**src/rtl/lc3b_types.sv**
```systemverilog
// Shared LC-3b type package.
//   lc3b_word      : 16-bit machine word
//   lc3b_mem_wmask : 2-bit byte-enable mask (bit0 -> [7:0], bit1 -> [15:8])
//   lc3b_mem_seed  : reset seed of the optional stall LFSR in the memory responder
package lc3b_types;
    typedef logic [15:0] lc3b_word;
    typedef logic [1:0]  lc3b_mem_wmask;

    localparam logic [3:0] lc3b_mem_seed = 4'b1001;
endpackage

```
**src/rtl/mem_array.sv**
```systemverilog
// Word storage for the LC-3b memory responder.
// 2^ADDR_BITS x 16-bit words held as two byte lanes so that each byte can be
// written independently. Read is combinational; the caller registers it.
// Ports:
//   clk   : clock, rising edge
//   addr  : word index (shared by read and write)
//   we    : write strobe
//   be    : byte enables for the write
//   wdata : write data
//   rdata : combinational read of addr
module mem_array
    import lc3b_types::*;
#(
    parameter int ADDR_BITS = 8
) (
    input  logic                 clk,
    input  logic [ADDR_BITS-1:0] addr,
    input  logic                 we,
    input  lc3b_mem_wmask        be,
    input  lc3b_word             wdata,
    output lc3b_word             rdata
);
    localparam int DEPTH = 1 << ADDR_BITS;

    genvar gi;
    generate
        for (gi = 0; gi < 2; gi++) begin : g_lane
            logic [7:0] lane_mem [DEPTH];

            always_ff @(posedge clk) begin
                if (we && be[gi]) begin
                    lane_mem[addr] <= wdata[gi*8 +: 8];
                end
            end

            assign rdata[gi*8 +: 8] = lane_mem[addr];
        end
    endgenerate
endmodule

```
**src/rtl/lc3b_mem_responder.sv**
```systemverilog
// LC-3b memory responder: accepts a held mem_read/mem_write request, waits a
// programmable latency, performs the access on an internal word array and
// pulses mem_resp for one cycle with the read data.
// Optional build macro: LC3B_MEM_RANDOM_STALL_EN adds a 0..3 cycle stall per
// accepted request taken from a 4-bit LFSR (x^4+x^3+1).
// Ports:
//   clk, rst        : clock and synchronous active-high reset
//   mem_read        : read request, held until mem_resp
//   mem_write       : write request, held until mem_resp (wins over read)
//   mem_byte_enable : byte enables for writes
//   mem_address     : byte address; word index is mem_address[ADDR_BITS:1]
//   mem_wdata       : write data
//   mem_rdata       : read data, valid while mem_resp=1
//   mem_resp        : single-cycle completion pulse
module lc3b_mem_responder
    import lc3b_types::*;
#(
    parameter int ADDR_BITS     = 8,
    parameter int READ_LATENCY  = 3,
    parameter int WRITE_LATENCY = 2
) (
    input  logic          clk,
    input  logic          rst,
    input  logic          mem_read,
    input  logic          mem_write,
    input  lc3b_mem_wmask mem_byte_enable,
    input  lc3b_word      mem_address,
    input  lc3b_word      mem_wdata,
    output lc3b_word      mem_rdata,
    output logic          mem_resp
);
    typedef enum logic [1:0] {IDLE, BUSY, RESP} state_t;

    localparam logic [7:0] RD_LOAD = 8'(READ_LATENCY - 1);
    localparam logic [7:0] WR_LOAD = 8'(WRITE_LATENCY - 1);

    state_t               state_reg;
    logic                 op_write_reg;
    logic [ADDR_BITS-1:0] index_reg;
    lc3b_word             wdata_reg;
    lc3b_mem_wmask        be_reg;
    logic [7:0]           count_reg;

    logic [7:0]           load_value;
    logic                 req_held;
    logic [ADDR_BITS-1:0] array_addr;
    logic                 array_we;
    lc3b_word             array_rdata;

    // Byte offset and high address bits are don't-care: addresses alias.
    logic unused_addr_bits;
    assign unused_addr_bits = ^{mem_address[0], mem_address[15:ADDR_BITS+1]};

`ifdef LC3B_MEM_RANDOM_STALL_EN
    logic [3:0] lfsr_reg;
    logic [3:0] lfsr_next;
    assign lfsr_next = {lfsr_reg[2:0], lfsr_reg[3] ^ lfsr_reg[2]};
`endif

    always_comb begin
        load_value = mem_write ? WR_LOAD : RD_LOAD;
`ifdef LC3B_MEM_RANDOM_STALL_EN
        load_value = load_value + {6'd0, lfsr_reg[1:0]};
`endif
    end

    // The request that was accepted must stay asserted while waiting.
    assign req_held = op_write_reg ? mem_write : mem_read;

    // In IDLE the array is looked up with the live address so a zero-wait
    // access can capture read data on the accepting edge.
    assign array_addr = (state_reg == IDLE) ? mem_address[ADDR_BITS:1] : index_reg;

    // Write lands on the edge that ends RESP, unless reset is asserted then.
    assign array_we = (state_reg == RESP) && op_write_reg && !rst;

    mem_array #(
        .ADDR_BITS (ADDR_BITS)
    ) u_mem_array (
        .clk   (clk),
        .addr  (array_addr),
        .we    (array_we),
        .be    (be_reg),
        .wdata (wdata_reg),
        .rdata (array_rdata)
    );

    always_ff @(posedge clk) begin
        if (rst) begin
            state_reg <= IDLE;
            mem_resp  <= 1'b0;
            mem_rdata <= 16'h0000;
            count_reg <= 8'd0;
`ifdef LC3B_MEM_RANDOM_STALL_EN
            lfsr_reg  <= lc3b_mem_seed;
`endif
        end else begin
            mem_resp <= 1'b0;
            case (state_reg)
                IDLE: begin
                    if (mem_write || mem_read) begin
                        op_write_reg <= mem_write;
                        index_reg    <= mem_address[ADDR_BITS:1];
                        wdata_reg    <= mem_wdata;
                        be_reg       <= mem_byte_enable;
                        count_reg    <= load_value;
`ifdef LC3B_MEM_RANDOM_STALL_EN
                        lfsr_reg     <= lfsr_next;
`endif
                        if (load_value == 8'd0) begin
                            state_reg <= RESP;
                            mem_resp  <= 1'b1;
                            mem_rdata <= array_rdata;
                        end else begin
                            state_reg <= BUSY;
                        end
                    end
                end
                BUSY: begin
                    if (!req_held) begin
                        state_reg <= IDLE;
                        count_reg <= 8'd0;
                    end else begin
                        count_reg <= count_reg - 8'd1;
                        // Counter reaches 0 on this edge: respond next cycle.
                        if (count_reg == 8'd1) begin
                            state_reg <= RESP;
                            mem_resp  <= 1'b1;
                            mem_rdata <= array_rdata;
                        end
                    end
                end
                RESP: begin
                    state_reg <= IDLE;
                end
                default: begin
                    state_reg <= IDLE;
                end
            endcase
        end
    end
endmodule

```
**config.mk**
```make
export PLATFORM = sky130hd
export DESIGN_NAME = lc3b_mem_responder
export DESIGN_NICKNAME = d
export VERILOG_FILES = /design/src/rtl/lc3b_types.sv /design/src/rtl/mem_array.sv /design/src/rtl/lc3b_mem_responder.sv
export SDC_FILE = /design/constraint.sdc
export NUM_CORES = 2
export LEC_CHECK = 0
export CAP_MARGIN = 20
export CORE_MARGIN = 1.5
export CORE_UTILIZATION = 55
export CTS_CLUSTER_SIZE = 40
export DETAILED_ROUTE_END_ITERATION = 10
export GPL_ROUTABILITY_DRIVEN = 0
export PLACE_DENSITY = 0.73
export RECOVER_POWER = 50
export REMOVE_ABC_BUFFERS = 1
export SKIP_LAST_GASP = 1
export SYNTH_ARGS = -nofsm -noshare
export SYNTH_HDL_FRONTEND = slang
export SYNTH_SLANG_ARGS = --single-unit
```
**constraint.sdc**
```tcl
create_clock -name clk -period 4.1 [get_ports clk]
set_input_delay 0.41 -clock clk [delete_from_list [all_inputs] [get_ports clk]]
set_output_delay 0.41 -clock clk [all_outputs]
set_load 0.01 [all_outputs]
```
==> impl_metrics.toml <==
[critical_path]
crit_chain = "nor2_4 > buf_4 > o31a_2 > buf_12 > buf_4 > a21oi_1 > o41ai_1 > a41oi_1 > nor4_1 > buf_4 > a211oi_1"
crit_cells = 11
cp_common_cell = "buf_4"
crit_start = "state_reg[0]"
r2r_start = "state_reg[0]"
slowest_delay_ns = 0.87
critPathBufInv = 4
reg2reg_slack_ns = 0.03
crit_fanout = 35
arrival_ns = 4.83
cp_slowest_cell = "o41ai_1"
r2r-end = "mem_rdata[7]"
critPathKind = "flop to flop"
cp-start-kind = "flop"
end_kind = "flop"
worstPathRequired_ns = 4.86
r2r_cells = 11
worstSetupEndpoint = "mem_rdata[7]"
crit_family = "compound AO/OA/AOI/OAI gates"

[sta]
finalCritPeriodShare = 0.992
holdWs_ns = 0.129
timing.fmax_mhz = 246
finalHoldViolCount = 0
finalSetupViolCount = 0
slew_violations = 3404
period_needed_ns = 4.07
tightest_slew_ns = 3.48
finalClockSkew_ns = 0.0492
slew_headroom = -1.32

[power]
powerDensity_nw_per_um2 = 507
ir_drop_uv = 534
p_leak_nw = 54.7

[global_route]
grt_max_degree = 187
antenna_found_initial = 23
gr-max-usage-layer = "met2"
grt_usage = 0.280
gr-usage-met3 = 0.0478
grt_pass1_vias = 88717
use_met2 = 0.446
grt_pass1_wl_mm = 589
use_met1 = 0.384
gr-total-overflow = 0

[logic_synthesis]
syn-cell-area_sq_um = 154000
ys_ff_latch = 4150
synth-edff-count = 4123
synth_most_common_cell = "edfxtp_1"
synth_cell_types = 43
netlist_instances = 8950
async_flop_share = 0
postSynthAreaPerCell_sq_um = 17.2
synthFlopType = "edfxtp_1"
synth.top_cells.by_area = "edfxtp_1 80%, a22oi_1 10%, a21oi_1 3.3%"
ys_seq_area_frac = 0.807
synth_area_leader_cell = "edfxtp_1"
synth_common_cells = "4,123 x edfxtp_1, 2,048 x a22oi_1, 1,028 x a21oi_1, 545 x nor2_1, 410 x buf_2"
synth_warnings = 0
synth_top_area_share = 0.804

[clock_tree]
clk_pin_slew_ns = 0.06
cts.sinks = 4150
cts_tree = "built"
cts_buffers = 398
root_buffer = "clkbuf_16"
insertion_delay_ns = 0.93
htreeDepth = 5
ctsHoldBuffers = 0
cts_buffer_depth = 4

[floorplan]
start_util = 0.552
die-area_sq_um = 283000
placementRows = 194
core_area_sq_um = 279000
die_x_microns = 532
io_pins = 55
fp.dieH_microns = 532

[finish]
n_fill_cell = 18445
final_cells = 13697
largest_reg_flops = 4096
drive_above_1_share = 0.155
finalNetCount = 9695
syn2layout_area_growth_pct = 15.2

[hold_path]
hold_start = "mem_wdata[14]"
worstHoldPathType = "input pin to flop"

[route]
viasPerCell = 6.70
dr.pass1.iters = 8
ant_nets = 0
wl_mm = 409
wire_per_inst_microns = 29.9
drt_iter0_drc = 14038
routed-via-count = 91734
drc_errors = 0

[placement]
portBuffers = 46
dp.cells = 12974
hpwl_mm = 242

[run_status]
status = "finished with violations"
failed_checks = "max-capacitance violations, max-slew violations"

[run]
max-cap-violations = 42
==> cells by family (layout without fill, tap and decap cells) <==
group | after synthesis | count (layout) | share of synthesized area
adders and majority gates | 2 | 2 | 0.000162
other | 0 | 4 | 0
buffers and inverters | 699 | 1717 | 0.0219
muxes | 1 | 1 | 0.0000731
and+or+nand+nor | 656 | 656 | 0.0170
DFF | 4150 | 4150 | 0.807
AOI/OAI and AO/OA | 3438 | 3439 | 0.153
xor gates and xnor gates | 4 | 4 | 0.000227
==> cell type report <==
| class | count | area (sq um) | share of cell area |
|---|---|---|---|
| multi-input combinational | 4102 | 26800 | 0.151 |
| inverter | 7 | 26.3 | 0.000148 |
| clock buffer | 481 | 10400 | 0.0587 |
| antenna | 4 | 10.0 | 0.0000564 |
| sequential | 4150 | 124000 | 0.701 |
| timing repair buffer | 996 | 8850 | 0.0499 |
| tap | 3724 | 4660 | 0.0263 |
| clock inverter | 233 | 2390 | 0.0134 |
==> worst min-delay path by stage <==
stage	to	slack, ns	depth (start not counted)
finish	wdata_reg[14]	0.13	1
global route	wdata_reg[14]	0.11	1
CTS	wdata_reg[14]	0.02	1
detailed placement	count_reg[1]	0.50	2
global placement	count_reg[6]	0.48	2
floorplan	count_reg[6]	0.46	2
==> metrics by stage <==
step                utilization  instance area (sq um)  total power (W)  setup TNS, ns  worst slack, ns
global placement          0.591                 165000           0.0543         -0.777           -0.189
detailed placement        0.591                 165000           0.0544         -0.927           -0.175
finish                    0.636                 177000           0.0900              0           0.0313
global route              0.636                 177000           0.0920        -0.0123          -0.0123
floorplan                     -                 151000           0.0543              -           -78.64
CTS                       0.638                 178000           0.0900        -0.0494          -0.0494
==> report_power, final <==
part	switching, W	total, W	internal (W)
Sequential	0.0000705	0.0469	0.0468
Combinational	0.00487	0.00685	0.00198
Clock	0.0153	0.0363	0.0209
==> routing by layer <==
metal  part of all wire  vias to the layer above  wire length, microns
met5            0.00042                        -                   172
met4              0.047                       22                 19100
met2               0.48                     6367                197000
li1                   -                    38514                     -
met3               0.11                      981                 45600
met1               0.36                    45850                148000
==> cells in the final DEF (no fill, tap or decap), types with 7 or more instances in the layout <==
cell,count
nand2_4,19
a21oi_1,1028
o21ai_0,7
nor2_1,543
a211oi_1,17
clkbuf_16,403
inv_1,7
dfxtp_1,27
buf_12,116
o41ai_1,238
buf_4,773
o41ai_2,17
nor4_1,17
inv_6,16
clkdlybuf4s50_1,18
edfxtp_1,4123
nand2b_1,8
a41oi_1,64
clkbuf_1,107
clkinvlp_4,17
nand2_1,35
clkbuf_2,21
clkinv_1,71
dlygate4sd3_1,27
a22oi_1,2048
clkinv_2,74
bufinv_16,45
==> timing repair <==
| action | 4_1_cts | 5_1_grt |
|---|---|---|
| endpoints found under the setup margin | 6 | 15 |
| pin swaps | 0 | 3 |
| gates resized for setup | 9 | 12 |
| cloned | 0 | 1 |
| setup buffers | 0 | 3 |
No activity file was read; power rests on OpenSTA's default activity.
